File: config.mk
export PLATFORM = sky130hd
export DESIGN_NAME = wb_stage
export DESIGN_NICKNAME = d
export VERILOG_FILES = /design/src/rtl/riscv_pkg.sv /design/src/rtl/load_extend.sv /design/src/rtl/wb_stage.sv
export SDC_FILE = /design/constraint.sdc
export NUM_CORES = 1
export LEC_CHECK = 0
export ABC_AREA = 1
export CAP_MARGIN = 20
export CELL_PAD_IN_SITES_DETAIL_PLACEMENT = 1
export CELL_PAD_IN_SITES_GLOBAL_PLACEMENT = 2
export CORE_MARGIN = 3
export CORE_UTILIZATION = 22
export CTS_CLUSTER_DIAMETER = 50
export DETAILED_ROUTE_END_ITERATION = 7
export GPL_TIMING_DRIVEN = 0
export PLACE_DENSITY_LB_ADDON = 0.1
export SLEW_MARGIN = 10
export SYNTH_ARGS = -nofsm -noshare
export SYNTH_HDL_FRONTEND = slang
export SYNTH_SLANG_ARGS = --single-unit
File: constraint.sdc
create_clock -name clk -period 1.7 [get_ports clk]
set_input_delay 0.51 -clock clk [delete_from_list [all_inputs] [get_ports clk]]
set_output_delay 0.51 -clock clk [all_outputs]
set_load 0.005 [all_outputs]
File: src/rtl/riscv_pkg.sv
// Shared RV32I constants for the pipeline: datapath width, writeback
// select encodings and load funct3 encodings, plus a load alignment helper.
// Ports: none (package).
package riscv_pkg;

  localparam int XLEN = 32;

  // Writeback source select (mem_wb_sel). 2'b11 is reserved and treated as ALU.
  localparam logic [1:0] WB_SEL_ALU  = 2'b00;
  localparam logic [1:0] WB_SEL_LOAD = 2'b01;
  localparam logic [1:0] WB_SEL_PC4  = 2'b10;

  // Load funct3 encodings. 3'b011, 3'b110 and 3'b111 are not loads in RV32I.
  localparam logic [2:0] F3_LB  = 3'b000;
  localparam logic [2:0] F3_LH  = 3'b001;
  localparam logic [2:0] F3_LW  = 3'b010;
  localparam logic [2:0] F3_LBU = 3'b100;
  localparam logic [2:0] F3_LHU = 3'b101;

  // A halfword must sit on an even address, a word on a multiple of four.
  // Byte loads and undefined encodings can never be misaligned.
  function automatic logic load_is_misaligned(input logic [2:0] funct3,
                                              input logic [1:0] addr);
    logic mis;
    mis = 1'b0;
    case (funct3)
      F3_LH, F3_LHU: mis = addr[0];
      F3_LW:         mis = (addr != 2'b00);
      default:       mis = 1'b0;
    endcase
    return mis;
  endfunction

endpackage

File: src/rtl/load_extend.sv
// Load alignment: picks the addressed byte/halfword out of the raw memory
// word and sign- or zero-extends it; also reports a misaligned access.
// Ports: funct3/addr/raw in, data/misalign out. Purely combinational.
module load_extend
  import riscv_pkg::*;
(
  input  logic [2:0]      funct3,
  input  logic [1:0]      addr,
  input  logic [XLEN-1:0] raw,
  output logic [XLEN-1:0] data,
  output logic            misalign
);

  logic [7:0]  byte_sel;
  logic [15:0] half_sel;

  always_comb begin
    case (addr)
      2'd0:    byte_sel = raw[7:0];
      2'd1:    byte_sel = raw[15:8];
      2'd2:    byte_sel = raw[23:16];
      default: byte_sel = raw[31:24];
    endcase
  end

  // Halfword lane follows addr[1] only; addr[0] just flags misalignment,
  // so a misaligned LH still yields a deterministic (discarded) value.
  assign half_sel = addr[1] ? raw[31:16] : raw[15:0];

  always_comb begin
    data = '0;
    case (funct3)
      F3_LB:   data = {{(XLEN-8){byte_sel[7]}}, byte_sel};
      F3_LBU:  data = {{(XLEN-8){1'b0}}, byte_sel};
      F3_LH:   data = {{(XLEN-16){half_sel[15]}}, half_sel};
      F3_LHU:  data = {{(XLEN-16){1'b0}}, half_sel};
      F3_LW:   data = raw;
      default: data = '0;  // undefined load type writes zero
    endcase
  end

  assign misalign = load_is_misaligned(funct3, addr);

endmodule

File: src/rtl/wb_stage.sv
// MEM/WB pipeline register and writeback select: registers MEM results,
// aligns load data, drives the register file write port, counts retirements.
// Ports: clk/reset/stall/flush control, mem_* MEM-stage inputs,
//        wb_* regfile write port, load_misalign pulse, retire_count.
module wb_stage
  import riscv_pkg::*;
#(
  parameter int XLEN_P = 32,   // only 32 is supported (matches riscv_pkg::XLEN)
  parameter int CNT_W  = 64
) (
  input  logic              clk,
  input  logic              reset,
  input  logic              stall,
  input  logic              flush,
  input  logic              mem_valid,
  input  logic              mem_reg_write,
  input  logic [4:0]        mem_rd,
  input  logic [1:0]        mem_wb_sel,
  input  logic [2:0]        mem_funct3,
  input  logic [XLEN_P-1:0] mem_alu_result,
  input  logic [XLEN_P-1:0] mem_pc_plus4,
  input  logic [XLEN_P-1:0] mem_load_data,
  output logic              wb_valid,
  output logic              wb_reg_write,
  output logic [4:0]        wb_rd,
  output logic [XLEN_P-1:0] wb_write_data,
  output logic              load_misalign,
  output logic [CNT_W-1:0]  retire_count
);

  logic [XLEN_P-1:0] load_data;
  logic              ext_misalign;
  logic              misalign;
  logic              writes_rd;
  logic              retires;
  logic [XLEN_P-1:0] wb_data_next;

  load_extend u_load_extend (
    .funct3   (mem_funct3),
    .addr     (mem_alu_result[1:0]),
    .raw      (mem_load_data),
    .data     (load_data),
    .misalign (ext_misalign)
  );

  // Only a real load instruction can be misaligned; the address bits of an
  // ALU result or a bubble are meaningless here.
  assign misalign  = mem_valid && (mem_wb_sel == WB_SEL_LOAD) && ext_misalign;
  assign writes_rd = mem_valid && mem_reg_write && (mem_rd != 5'd0) && !misalign;
  // Writes to x0 still retire; only a faulting load does not.
  assign retires   = mem_valid && !misalign;

  always_comb begin
    wb_data_next = mem_alu_result;
    case (mem_wb_sel)
      WB_SEL_LOAD: wb_data_next = load_data;
      WB_SEL_PC4:  wb_data_next = mem_pc_plus4;
      default:     wb_data_next = mem_alu_result;  // ALU and reserved
    endcase
  end

  // Priority: reset > flush > stall > capture. A flush kills the slot but
  // keeps the retirement count; a stall freezes everything including the
  // misalign pulse, so a stalled fault is not reported twice.
  always_ff @(posedge clk) begin
    if (reset) begin
      wb_valid      <= 1'b0;
      wb_reg_write  <= 1'b0;
      wb_rd         <= 5'd0;
      wb_write_data <= '0;
      load_misalign <= 1'b0;
      retire_count  <= '0;
    end else if (flush) begin
      wb_valid      <= 1'b0;
      wb_reg_write  <= 1'b0;
      wb_rd         <= 5'd0;
      wb_write_data <= '0;
      load_misalign <= 1'b0;
    end else if (!stall) begin
      wb_valid      <= mem_valid;
      wb_reg_write  <= writes_rd;
      wb_rd         <= mem_rd;
      wb_write_data <= wb_data_next;
      load_misalign <= misalign;
      if (retires) begin
        retire_count <= retire_count + 1'b1;  // wraps naturally
      end
    end
  end

endmodule
==> run metrics <==
slowest CP cell=dfxtp_4; CTS Buf Count=9; worst-path fanout max=4; CTS max path bufs=2; Initial Utilization=22.4%; grt total ovfl=0; Fmax=559 MHz; Synth Flop Type=dfxtp_1; Die Span Y=188 um; sequential area share after synthesis=28.5%; Cells after Synth=1267; Critical Path End Type=flop; initial antenna violation count=0; PnR worst setup slack=-87.6 ps; final hold vios=0; Final Max Slew Viols=0; syn nets=1382; RSZ-0062 raised after global routing=yes; fin crit share=105%; via count of the first global-routing pass=9550; # H-tree levels=3; Area Growth Syn to Fin=70.3%; diode count=0; Placed Cells=1923; min-delay worst type=in -> reg; Fin Setup TNS=-606 ps; Rows=66; Synth warnings=0; I/O Pins=216; initial detailed-routing violation count=472; Via Count=9551; startpoint types=flop; pin count of the biggest net entering global routing=17; Syn Area/Cell=5.77 um^2; CTS tree=built; port bufs=214; peak supply drop=0.000518 V; RePlAce Congestion=0.847; max incr delay on CP=370 ps; post-DR vias/cell=4.64; mapped cell area=0.00731 mm^2; status=finished with violations; worst endpoint required time=2000 ps; DRC viols=0; asr flop ratio synth=0%; failing checks=setup timing; detailed placement HPWL=30100 um; Crit Path Category=reg -> reg; Pre-antenna DRT Iters=5; worst rel slew slack=46.9%; CP cell instances=buf_6 -> ha_4 -> inv_4 -> nor2_4 -> buf_4 -> buf_4 -> nand2_2 -> nor2_2 -> nand2_1 -> nand2_1 -> nand2_1 -> a21oi_1; global-route wire length before repair=58100 um; fin nets=1726; final std cells w/o fill=2058; clock latency on the worst-skew pair=380 ps; Worst-path clk slew=80 ps; measured slew at the worst slew-check pin=796 ps; Yosys cell types=38; CP arrival=2080 ps; Worst path most repeated cell=nand2_1; layout cells sized above 1=32.1%; Synth Register Bits=104; DRT antenna net count=0; root buf cell=clkbuf_16; Sink Count=104; final WL=39100 um; core area=0.0326 mm^2; final setup fails=16; Pwr Density=462 mW/mm^2; number of enable flip-flop cells after synthesis=0; skew final=10.1 ps; drt wl/cell=19.0 um; GR Util All Layers=21.5%; die width=188 um; Pleak=5.38 nW; minimum clock period=1790 ps; die area=0.0354 mm^2; maxcap violations=0
cells in the final DEF (no fill, tap or decap), types with 14 or more instances in the layout:
| cell | count |
|---|---|
| o21ai_0 | 71 |
| clkbuf_2 | 22 |
| nor2_1 | 86 |
| nand3_1 | 26 |
| inv_1 | 69 |
| nor2_2 | 33 |
| o21ai_1 | 18 |
| dfxtp_4 | 59 |
| or2_2 | 30 |
| nand2_1 | 400 |
| dfxtp_1 | 36 |
| nand2_2 | 66 |
| nand2_4 | 19 |
| a21oi_1 | 134 |
| nand4_1 | 14 |
| clkdlybuf4s50_1 | 96 |
| dlygate4sd2_1 | 108 |
| nor2_4 | 66 |
| buf_4 | 113 |
metal layers:
metal	global-route usage (%)	part of all wire, %	vias to the layer above
met5	0	0	-
met1	32.4	51	4568
met2	32.6	43	208
met3	3.57	4.8	17
li1	-	-	4758
met4	3.26	0.69	0
cells by family (layout without fill, tap and decap cells):
group / count (synthesis) / count (layout) / synth area share [%]
adders and majority gates: 3 / 3 / 0.514
and+or+nand+nor: 761 / 761 / 43.8
xor gates and xnor gates: 15 / 15 / 1.80
buffers and inverters: 137 / 486 / 8.15
DFF: 104 / 104 / 28.5
AOI/OAI and AO/OA: 247 / 247 / 17.3
where the power goes:
| part | internal, W | leakage (nW) | total [W] | switching, W |
|---|---|---|---|---|
| registers | 0.00239 | 0.895 | 0.00241 | 0.0000223 |
| clock network | 0.00103 | 0.134 | 0.00207 | 0.00104 |
| logic | 0.000600 | 4.35 | 0.00128 | 0.000679 |
stage by stage:
step	power [W]	worst slack [ps]	utilization [%]	hold WS (ps)	cell area, um^2
3_3_place_gp	0.00370	-900	30.7	454	10000
3_5_place_dp	0.00370	-953	30.7	458	10000
5_1_grt	0.00609	-161	38.2	439	12400
2_1_floorplan	0.00308	-12.3	-	460	7310
4_1_cts	0.00579	-74.4	35.4	469	11500
6_report	0.00575	-87.6	38.2	442	12400
worst max-delay path: cells and delay by family (launching register included):
family                   cells  cell delay (ps)
AO/OA/AOI/OAI                1              130
flip-flops                   1              370
AND/OR/NAND/NOR              6              650
adder cells (fa/ha/maj)      1              150
buffers and inverters        4              410
repair_timing:
item	CTS	global route
buffers inserted	81	40
hold buffers	0	0
pin swaps	27	65
cloned	3	3
resized for setup	409	233
endpoints found under the setup margin	206	95
final cells by class:
type | count | area [um^2]
Tap cell | 442 | 553
Buffer | 50 | 389
Timing Repair Buffer | 333 | 2990
Clock buffer | 10 | 239
Clock inverter | 6 | 35.0
Multi-Input combinational cell | 1026 | 5570
Sequential cell | 104 | 2310
Timing Repair inverter | 1 | 5.00
Fill cell | 4143 | 20200
Inverter | 86 | 352
registers in the layout, indices dropped and copies added (netlist names):
| signal | count |
|---|---|
| wb_write_data | 32 |
| wb_reg_write | 1 |
| retire_count | 64 |
| wb_valid | 1 |
| wb_rd | 5 |
| load_misalign | 1 |
synthesized netlist by cell type (3+ instances only):
library cell	n	area, um^2
nand2_2	3	18.8
nand4_1	14	87.6
ha_1	3	37.5
nand3_2	5	50.1
nor2_2	7	43.8
inv_1	84	315
nand2_1	481	1810
buf_6	7	78.8
o21ai_1	3	15.0
xnor2_1	10	87.6
xor2_1	5	43.8
clkbuf_1	29	109
dfxtp_1	104	2080
nor2_4	8	90.1
nor3_1	4	20.0
or2_2	30	188
buf_4	3	22.5
nor2_1	170	638
nand3b_1	3	22.5
buf_2	12	60.1
nand3_1	27	135
o21ai_0	93	465
o21a_1	3	22.5
a21oi_1	141	706
final timing paths:
path / end / depth (start not counted) / start / slack, ps
max: retire_count[52] / 12 / retire_count[0] / -90
min reg2reg: wb_reg_write / 2 / wb_reg_write / 470
max reg2reg: retire_count[52] / 12 / retire_count[0] / -90
min: wb_reg_write / 3 / stall / 440
Note: power is estimated with default switching activity, not from simulation.
